## src/rtl/cp0_unit_pkg.sv

```systemverilog
// cp0_unit_pkg -- shared CP0 definitions: register numbers, exception codes,
// Status/Cause bit positions, the Status write mask and small helpers.
package cp0_unit_pkg;

    // MFC0/MTC0 register numbers
    localparam logic [4:0] CP0_BADVADDR = 5'd8;
    localparam logic [4:0] CP0_COUNT    = 5'd9;
    localparam logic [4:0] CP0_COMPARE  = 5'd11;
    localparam logic [4:0] CP0_STATUS   = 5'd12;
    localparam logic [4:0] CP0_CAUSE    = 5'd13;
    localparam logic [4:0] CP0_EPC      = 5'd14;

    // Exception codes; NONE and ERET are pipeline-internal encodings
    localparam logic [4:0] EXC_INT  = 5'h00;
    localparam logic [4:0] EXC_ADEL = 5'h04;
    localparam logic [4:0] EXC_ADES = 5'h05;
    localparam logic [4:0] EXC_SYS  = 5'h08;
    localparam logic [4:0] EXC_NONE = 5'h10;
    localparam logic [4:0] EXC_ERET = 5'h11;

    // Status / Cause bit positions
    localparam int STATUS_IE  = 0;
    localparam int STATUS_EXL = 1;
    localparam int CAUSE_BD   = 31;
    localparam int CAUSE_TI   = 30;

    // MTC0 may only touch IM[15:8], EXL and IE
    localparam logic [31:0] STATUS_WMASK = 32'h0000ff03;
    localparam logic [31:0] STATUS_RESET = 32'h10000000;
    localparam logic [31:0] PC_INIT      = 32'h00000000;

    typedef enum logic [1:0] {
        CMT_NONE = 2'd0,
        CMT_EXC  = 2'd1,
        CMT_ERET = 2'd2
    } commit_e;

    // Sort the committed code into no-op, exception or ERET
    function automatic commit_e classify_commit(input logic [4:0] code);
        commit_e kind;
        case (code)
            EXC_NONE: kind = CMT_NONE;
            EXC_ERET: kind = CMT_ERET;
            default:  kind = CMT_EXC;
        endcase
        return kind;
    endfunction

    // Assemble the architectural Cause view from its fields
    function automatic logic [31:0] pack_cause(input logic       bd,
                                               input logic       ti,
                                               input logic [7:0] ip,
                                               input logic [4:0] exccode);
        return {bd, ti, 14'd0, ip, 1'b0, exccode, 2'b00};
    endfunction

endpackage

```

## src/rtl/cp0_timer.sv

```systemverilog
// cp0_timer -- Count/Compare timer with a power-of-two prescaler and the TI
// flag. Only built when CP0_TIMER_EN is defined.
`ifdef CP0_TIMER_EN
module cp0_timer
    import cp0_unit_pkg::*;
#(
    parameter int COUNT_DIV = 2
) (
    input  logic        clk,
    input  logic        rst,
    input  logic        count_we_i,
    input  logic        compare_we_i,
    input  logic        ti_clr_i,
    input  logic [31:0] wdata_i,
    output logic [31:0] count_o,
    output logic [31:0] compare_o,
    output logic        ti_o
);

    localparam logic [4:0] DIV_LAST = 5'(COUNT_DIV - 1);

    logic [4:0]  div_q, div_d;
    logic [31:0] count_q, count_d;
    logic [31:0] compare_q, compare_d;
    logic        ti_q, ti_d;
    logic        tick_s;

    assign tick_s    = (div_q == DIV_LAST);
    assign count_o   = count_q;
    assign compare_o = compare_q;
    assign ti_o      = ti_q;

    // Next-state for prescaler, Count, Compare and the timer-interrupt flag
    always_comb begin
        div_d     = div_q;
        count_d   = count_q;
        compare_d = compare_q;
        ti_d      = ti_q;
        if (count_we_i) begin
            count_d = wdata_i;
            div_d   = 5'd0;
        end else if (tick_s) begin
            count_d = count_q + 32'd1;
            div_d   = 5'd0;
        end else begin
            div_d   = div_q + 5'd1;
        end
        if (compare_we_i) begin
            compare_d = wdata_i;
        end else begin
            compare_d = compare_q;
        end
        // TI rises as Count steps onto Compare; a Compare write always clears it
        if (ti_clr_i) begin
            ti_d = 1'b0;
        end else if (!count_we_i && tick_s && ((count_q + 32'd1) == compare_q)) begin
            ti_d = 1'b1;
        end else begin
            ti_d = ti_q;
        end
    end

    // Timer state flops
    always_ff @(posedge clk or posedge rst) begin
        if (rst) begin
            div_q     <= 5'd0;
            count_q   <= 32'd0;
            compare_q <= 32'd0;
            ti_q      <= 1'b0;
        end else begin
            div_q     <= div_d;
            count_q   <= count_d;
            compare_q <= compare_d;
            ti_q      <= ti_d;
        end
    end

endmodule
`endif

```

## src/rtl/cp0_unit.sv

```systemverilog
// cp0_unit -- CP0 register block: BadVAddr, Count, Compare, Status, Cause, EPC,
// exception/ERET commit, interrupt request and IF redirect.
// Optional feature macro: CP0_TIMER_EN (Count/Compare timer and TI).
module cp0_unit
    import cp0_unit_pkg::*;
#(
    parameter int          HW_INT_NUM = 6,
    parameter int          COUNT_DIV  = 2,
    parameter logic [31:0] EXC_VECTOR = 32'h00000100,
    parameter logic [31:0] INT_VECTOR = 32'h00000040
) (
    input  logic                  cpu_clk_50M,
    input  logic                  cpu_rst,
    input  logic                  we,
    input  logic [4:0]            waddr,
    input  logic [31:0]           wdata,
    input  logic                  re,
    input  logic [4:0]            raddr,
    output logic [31:0]           data_o,
    input  logic [HW_INT_NUM-1:0] int_i,
    input  logic [4:0]            exccode_i,
    input  logic [31:0]           pc_i,
    input  logic                  in_delay_i,
    input  logic [31:0]           badvaddr_i,
    output logic                  int_req_o,
    output logic                  flush,
    output logic                  flush_im,
    output logic [31:0]           cp0_excaddr,
    output logic [31:0]           status_o,
    output logic [31:0]           cause_o
);

    if ((HW_INT_NUM < 1) || (HW_INT_NUM > 6) || (COUNT_DIV < 1) || (COUNT_DIV > 16) ||
        ((COUNT_DIV & (COUNT_DIV - 1)) != 0)) begin : g_bad_params
        $error("cp0_unit: HW_INT_NUM must be 1..6 and COUNT_DIV a power of two in 1..16");
    end

    logic [HW_INT_NUM-1:0] int_meta_q, int_meta_d, int_sync_q, int_sync_d;
    logic [31:0]           status_q, status_d;
    logic [31:0]           epc_q, epc_d;
    logic [31:0]           badvaddr_q, badvaddr_d;
    logic                  bd_q, bd_d;
    logic [4:0]            exccode_q, exccode_d;
    logic [1:0]            ip_sw_q, ip_sw_d;
    logic                  flush_im_q, flush_im_d;

    logic [31:0]           count_s, compare_s;
    logic                  ti_s;
    logic [5:0]            ip_hw_s;
    logic [7:0]            ip_s;
    logic [31:0]           cause_s;
    commit_e               commit_s;
    logic                  mtc0_s;

    // An exception commit swallows any MTC0 issued in the same cycle
    assign commit_s = classify_commit(exccode_i);
    assign mtc0_s   = we && (commit_s != CMT_EXC);

    // External lines fill IP[2..]; TI shares IP[7] with the sixth line
    assign ip_hw_s = 6'(int_sync_q);
    assign ip_s    = {ip_hw_s[5] | ti_s, ip_hw_s[4:0], ip_sw_q};
    assign cause_s = pack_cause(bd_q, ti_s, ip_s, exccode_q);

    assign status_o  = status_q;
    assign cause_o   = cause_s;
    assign flush_im  = flush_im_q;
    assign flush     = (commit_s != CMT_NONE);
    assign int_req_o = status_q[STATUS_IE] & ~status_q[STATUS_EXL] & (|(ip_s & status_q[15:8]));

`ifdef CP0_TIMER_EN
    logic count_we_s, compare_we_s;
    assign count_we_s   = mtc0_s && (waddr == CP0_COUNT);
    assign compare_we_s = mtc0_s && (waddr == CP0_COMPARE);

    cp0_timer #(
        .COUNT_DIV (COUNT_DIV)
    ) u_cp0_timer (
        .clk          (cpu_clk_50M),
        .rst          (cpu_rst),
        .count_we_i   (count_we_s),
        .compare_we_i (compare_we_s),
        .ti_clr_i     (compare_we_s),
        .wdata_i      (wdata),
        .count_o      (count_s),
        .compare_o    (compare_s),
        .ti_o         (ti_s)
    );
`else
    assign count_s   = 32'd0;
    assign compare_s = 32'd0;
    assign ti_s      = 1'b0;
`endif

    // MFC0 read mux; returns the pre-write register contents
    always_comb begin
        data_o = 32'd0;
        if (re) begin
            case (raddr)
                CP0_BADVADDR: data_o = badvaddr_q;
                CP0_COUNT:    data_o = count_s;
                CP0_COMPARE:  data_o = compare_s;
                CP0_STATUS:   data_o = status_q;
                CP0_CAUSE:    data_o = cause_s;
                CP0_EPC:      data_o = epc_q;
                default:      data_o = 32'd0;
            endcase
        end else begin
            data_o = 32'd0;
        end
    end

    // Redirect target; ERET sees a same-cycle MTC0 to EPC
    always_comb begin
        cp0_excaddr = PC_INIT;
        case (commit_s)
            CMT_NONE: cp0_excaddr = PC_INIT;
            CMT_ERET: begin
                if (we && (waddr == CP0_EPC)) begin
                    cp0_excaddr = wdata;
                end else begin
                    cp0_excaddr = epc_q;
                end
            end
            CMT_EXC: begin
                if (exccode_i == EXC_INT) begin
                    cp0_excaddr = INT_VECTOR;
                end else begin
                    cp0_excaddr = EXC_VECTOR;
                end
            end
            default:  cp0_excaddr = PC_INIT;
        endcase
    end

    // Register next-state: MTC0 first, then exception/ERET commit on top
    always_comb begin
        int_meta_d = int_i;
        int_sync_d = int_meta_q;
        flush_im_d = flush;
        status_d   = status_q;
        epc_d      = epc_q;
        badvaddr_d = badvaddr_q;
        bd_d       = bd_q;
        exccode_d  = exccode_q;
        ip_sw_d    = ip_sw_q;
        if (mtc0_s) begin
            case (waddr)
                CP0_STATUS: status_d = (status_q & ~STATUS_WMASK) | (wdata & STATUS_WMASK);
                CP0_CAUSE:  ip_sw_d  = wdata[9:8];
                CP0_EPC:    epc_d    = wdata;
                default:    ip_sw_d  = ip_sw_q;
            endcase
        end else begin
            ip_sw_d = ip_sw_q;
        end
        if (commit_s == CMT_EXC) begin
            // A nested exception keeps the original return point
            if (!status_q[STATUS_EXL]) begin
                if (in_delay_i) begin
                    epc_d = pc_i - 32'd4;
                    bd_d  = 1'b1;
                end else begin
                    epc_d = pc_i;
                    bd_d  = 1'b0;
                end
            end else begin
                epc_d = epc_q;
                bd_d  = bd_q;
            end
            status_d[STATUS_EXL] = 1'b1;
            exccode_d            = exccode_i;
            if ((exccode_i == EXC_ADEL) || (exccode_i == EXC_ADES)) begin
                badvaddr_d = badvaddr_i;
            end else begin
                badvaddr_d = badvaddr_q;
            end
        end else if (commit_s == CMT_ERET) begin
            status_d[STATUS_EXL] = 1'b0;
        end else begin
            exccode_d = exccode_q;
        end
    end

    // Synchroniser and delayed flush flops
    always_ff @(posedge cpu_clk_50M or posedge cpu_rst) begin
        if (cpu_rst) begin
            int_meta_q <= '0;
            int_sync_q <= '0;
            flush_im_q <= 1'b0;
        end else begin
            int_meta_q <= int_meta_d;
            int_sync_q <= int_sync_d;
            flush_im_q <= flush_im_d;
        end
    end

    // Architectural CP0 register flops
    always_ff @(posedge cpu_clk_50M or posedge cpu_rst) begin
        if (cpu_rst) begin
            status_q   <= STATUS_RESET;
            epc_q      <= 32'd0;
            badvaddr_q <= 32'd0;
            bd_q       <= 1'b0;
            exccode_q  <= 5'd0;
            ip_sw_q    <= 2'd0;
        end else begin
            status_q   <= status_d;
            epc_q      <= epc_d;
            badvaddr_q <= badvaddr_d;
            bd_q       <= bd_d;
            exccode_q  <= exccode_d;
            ip_sw_q    <= ip_sw_d;
        end
    end

endmodule

```

## config.mk

```make
export PLATFORM = sky130hd
export DESIGN_NAME = cp0_unit
export DESIGN_NICKNAME = d
export VERILOG_FILES = /design/src/rtl/cp0_unit_pkg.sv /design/src/rtl/cp0_timer.sv /design/src/rtl/cp0_unit.sv
export SDC_FILE = /design/constraint.sdc
export NUM_CORES = 1
export LEC_CHECK = 0
export CORE_ASPECT_RATIO = 1.25
export CORE_MARGIN = 4
export CORE_UTILIZATION = 45
export CTS_CLUSTER_SIZE = 10
export DETAILED_ROUTE_END_ITERATION = 6
export DONT_BUFFER_PORTS = 1
export GPL_TIMING_DRIVEN = 0
export SKIP_LAST_GASP = 1
export SLEW_MARGIN = 25
export SYNTH_ARGS = -nofsm -noshare
export SYNTH_HDL_FRONTEND = slang
export SYNTH_HIERARCHICAL = 1
export SYNTH_SLANG_ARGS = --single-unit
```

## constraint.sdc

```tcl
create_clock -name cpu_clk_50M -period 5.75 [get_ports cpu_clk_50M]
set_clock_uncertainty 0.1 [all_clocks]
set_input_delay 1.15 -clock cpu_clk_50M [delete_from_list [all_inputs] [get_ports cpu_clk_50M]]
set_output_delay 1.15 -clock cpu_clk_50M [all_outputs]
set_load 0.01 [all_outputs]
```

# Yosys cells after proc, flatten, opt, wreduce, memory -nomap -nowiden
# Cells that the tools add are included.
# word_totals
regBits,117
elab_cells,63
# classes
n_addsub,1
eq_ne,15
muxes,16
bitwise,5
n_reduce_logical,16
# ops
cell,count
32-bit 2-to-1 mux,7
32-bit one-hot mux with 4 select lines,1
32-bit one-hot mux with 2 select lines,1
5-bit by 4-bit equality test with 1-bit output (second input constant),7
32-bit by 16-bit bitwise OR with 32-bit output,1
32-bit by 3-bit subtractor with 32-bit output (second input constant),1
5-bit by 3-bit equality test with 1-bit output (second input constant),2
5-bit equality test (second input constant),2
2-bit AND reduction,5
9-bit 2-to-1 mux,1
8-bit bitwise AND,1
8-bit OR reduction,1
2-bit nonzero test,3
3-bit nonzero test,2
5-bit zero test,1
2-bit 2-to-1 mux,2
2-bit one-hot mux with 2 select lines,1
1-bit 2-to-1 mux,3
3-bit AND reduction,1
1-bit bitwise AND,2
2-bit by 1-bit equality test with 1-bit output (second input constant),1
2-bit equality test (second input constant),1
1-bit logical AND,2
2-bit by 1-bit inequality test with 1-bit output (second input constant),1
3 further kinds,3

# Longest topological paths before layout
# Gate-level depths: netlist (run 1).
# logic_depth
ltp_word,7
ltp_mapped,7

# Worst setup path after synthesis (run 1)
# Ideal clock, no wire load.
# synth_timing
kind,input to output
from,input port raddr[3]
to,output port data_o[10]
arrival_time_ps,2462
slack_ps,2038
stages,6
n_path_buf,1
path_cell_list,nor2b_1 -> nand2_1 -> nor3b_1 -> clkbuf_1 -> a22oi_1 -> a21oi_1
# synth_between
elab_chain_cells,3
# synth_lines
element,line_no,source
start: declaration,cp0_unit.sv:18,"input logic [4:0] raddr,"
5-bit by 4-bit equality test with 1-bit output,cp0_unit.sv:98,case (raddr)
32-bit one-hot mux with 4 select lines *,cp0_unit.sv:98,
32-bit 2-to-1 mux *,cp0_unit.sv:97,if (re) begin
end: declaration,cp0_unit.sv:19,"output logic [31:0] data_o,"
# Mark *: on every way between the ends. The rest lies on a longest branch, timed or not.

# Final worst setup path (run 1)
# layout_timing
from,input port raddr[3]
to,output port data_o[15]
# The elaborated chain is that of the path after synthesis.

==> results of run 1 <==
==> kinds of logic after synthesis <==
| group | count (synthesis) | share of synthesized area (%) |
|---|---|---|
| compound gates | 153 | 19.1 |
| xor+xnor | 27 | 4.20 |
| fa+ha+maj | 2 | 0.400 |
| buf+inv | 81 | 8.66 |
| flops | 95 | 42.2 |
| mux | 48 | 9.52 |
| other cells | 2 | 0.133 |
| simple gates | 185 | 15.8 |
==> layout make-up <==
cell class                 instances  area, µm²
buffer                            75        465
clock buffer                       9        225
clock inverter                     6        115
fill                            1161       5860
inverter                           6       27.5
multi-input combinational        455       2920
sequential                        95       2380
tap                              164        205
timing repair buffer               1       27.5
==> path summary, 6_finish.rpt <==
check                      cells after the start  slack, ns       endpoint     startpoint
hold reg to reg                                0       0.25  int_sync_q[2]  int_meta_q[2]
min in group asynchronous                      1       0.57  int_sync_q[5]        cpu_rst
hold / removal                                 0       0.25  int_sync_q[2]  int_meta_q[2]
setup reg to reg                               3       3.73      epc_q[15]    status_o[1]
setup / recovery                               6       1.37     data_o[15]       raddr[3]
max in group asynchronous                      2       4.35      epc_q[31]        cpu_rst
==> power groups by stage <==
stage | Clock [µW] | Combinational [µW] | Sequential [µW]
global route | 731 | 296 | 900
finish | 691 | 261 | 889
floorplan | 0 | 223 | 855
CTS | 699 | 261 | 887
detailed placement | 0 | 261 | 900
global placement | 0 | 251 | 896
==> routing by layer <==
metal | wire length, µm | part of all wire [%] | track usage (%) | vias up
li1 | - | - | - | 2149
met1 | 7220 | 39 | 31.1 | 2293
met2 | 9240 | 49 | 42.7 | 238
met3 | 1880 | 10 | 8.05 | 25
met4 | 402 | 2.1 | 8.00 | 2
met5 | 9 | 0.048 | 0 | -
==> worst max-delay path, cell delays in order <==
cell,delay [ns]
nor2b_1,0.16
nand2_1,0.12
nor3b_1,0.56
clkbuf_1,0.56
a22oi_1,0.22
a21oi_1,0.36
==> registers in the layout, indices dropped and copies added, names as in the netlist <==
| name | cells |
|---|---|
| epc_q | 32 |
| ip_sw_q | 2 |
| int_meta_q | 6 |
| exccode_q | 5 |
| badvaddr_q | 32 |
| status_o | 10 |
| flush_im | 1 |
| int_sync_q | 6 |
| bd_q | 1 |
==> through the flow <==
| stage | std cells | util, % | hold slack, ns | cell area (µm²) |
|---|---|---|---|---|
| 3_5_place_dp | 796 | 49.3 | 0.235 | 6020 |
| 4_1_cts | 811 | 52.1 | 0.251 | 6360 |
| 2_1_floorplan | 631 | - | 0.231 | 5780 |
| 6_report | 811 | 52.1 | 0.250 | 6360 |
| 5_1_grt | 811 | 52.1 | 0.260 | 6360 |
| 3_3_place_gp | 795 | 49.0 | 0.232 | 5980 |
==> cells in the final DEF, fill, tap and decap left out, drive strengths merged, types with 13 or more instances in the layout <==
cell / count
clkbuf: 34
xnor2: 19
nor4: 13
a22oi: 33
o22ai: 25
dfrtp: 95
mux2: 45
nand2: 83
buf: 51
nor2: 45
a21oi: 66
conb: 40
==> results.json, run 1 <==
{
  "via_per_inst": 5.80,
  "period_needed_ns": 4.38,
  "cp-end-kind": "output port",
  "cap_violations": 0,
  "path_max_fanout": 10,
  "port_buffers": 0,
  "dieArea_mm2": 0.0144,
  "final_hold_viol_count": 0,
  "synth_top_area_cell": "dfrtp_1",
  "grt_pass1_vias": 4736,
  "yosysMostFrequentCell": "dfrtp_1",
  "cts_buffers": 9,
  "ys_seq_area_share_pct": 42.2,
  "overflow": 0,
  "synth_area_mm2": 0.00564,
  "clkTransAtPathRegs_ns": 0.07,
  "fmax_mhz": 228,
  "finalMaxSlewViolations": 0,
  "grt_max_degree": 55,
  "cts_hold_buffers": 0,
  "first_pass_iters": 7,
  "hpwlAfterDp_mm": 15.1,
  "pin_count": 253,
  "drive_above_1_share_pct": 22.7,
  "post_cts_buffers": 0,
  "hold_class": "reg -> reg",
  "outcome": "complete, no violations",
  "area_delta_synth_final_pct": 12.9,
  "p_leak_uw": 0.00255,
  "antenna_found_initial": 1,
  "p_per_area_mw_per_mm2": 290,
  "drc": 0,
  "wirelength_mm": 18.8,
  "syn_area_per_cell_um2": 9.50,
  "setup_viol": 0,
  "cts_resized": 0,
  "synth_top_cell_area_share_pct": 42.2,
  "ys.flop_type": "dfrtp_1",
  "synth_seq_cells": 95,
  "insertion_delay_ns": 0.34,
  "postRouteAntennaNets": 0,
  "cts.htree.levels": 3,
  "switchingPower_uw": 501,
  "vdd_ir_drop_max_v": 0.000143,
  "worst_pin_slew_ns": 1.02,
  "drt_iter0_drc": 365,
  "rsz0062_at_grt": "false",
  "antenna_cells": 0,
  "pwr-share-clk_pct": 37.5,
  "coreArea_mm2": 0.0122,
  "synthCells": 593,
  "core.rowCount": 45,
  "clkSinkCount": 95,
  "gp_congestion": 0.887,
  "internal-power_uw": 1340,
  "setup-tns-final_ns": 0,
  "fin_ws_ns": 1.37,
  "vias": 4707,
  "grt_pass1_wl_mm": 27.8,
  "yosysUniqueCellTypes": 49,
  "worstPathArrival_ns": 3.13,
  "synth_edf_count": 0,
  "root_buffer": "clkbuf_16",
  "finalCritPeriodShare_pct": 76.2,
  "sw_frac_of_total_pct": 27.2,
  "cp_data_required_time_ns": 4.50,
  "start_kind": "input pin",
  "final_nets": 766,
  "fp.dieW_um": 108,
  "relSlewSlack_pct": 31.2,
  "cts_tree": "built",
  "start_util_pct": 46.1,
  "avgRoutedWirePerCell_um": 23.1,
  "async_reset_ff_share_pct": 100,
  "power_uw": 1840,
  "ys_top_cells_by_area": "dfrtp_1 (42%), mux2_2 (9.0%), buf_4 (5.6%)",
  "yosysWarningCount": 6,
  "die_h_um": 133,
  "pwr-share-seq_pct": 48.3,
  "synth_common_cells": "dfrtp_1 (95), nand2_1 (82), a21oi_1 (50), mux2_2 (45), nor2_1 (45)",
  "grt.total_usage_pct": 25.5,
  "pre_cts_ws_ns": 1.43,
  "criticalPathCategory": "in -> out",
  "cts_buffer_depth": 2,
  "combPwrFrac_pct": 14.2
}
(Power assumes the default switching activity.)
==> inputs of run 2 (changes only) <==
==> constraint.sdc (replaced) <==
create_clock -name cpu_clk_50M -period 3.75 [get_ports cpu_clk_50M]
set_clock_uncertainty 0.1 [all_clocks]
set_input_delay 0.75 -clock cpu_clk_50M [delete_from_list [all_inputs] [get_ports cpu_clk_50M]]
set_output_delay 0.75 -clock cpu_clk_50M [all_outputs]
set_load 0.01 [all_outputs]
==> results of run 2 <==
The final DEF is identical to that of run 1. Status: complete, no violations.
Among the figures that moved: setup slack after placement 1.43 ns -> 0.232 ns; setup slack after layout 1.37 ns -> 0.171 ns; hold slack 0.250 ns -> 0.168 ns; register-to-register setup slack 3.73 ns -> 1.73 ns; total power 1840 µW -> 2820 µW; worst IR drop on VDD 0.000143 V -> 0.000219 V
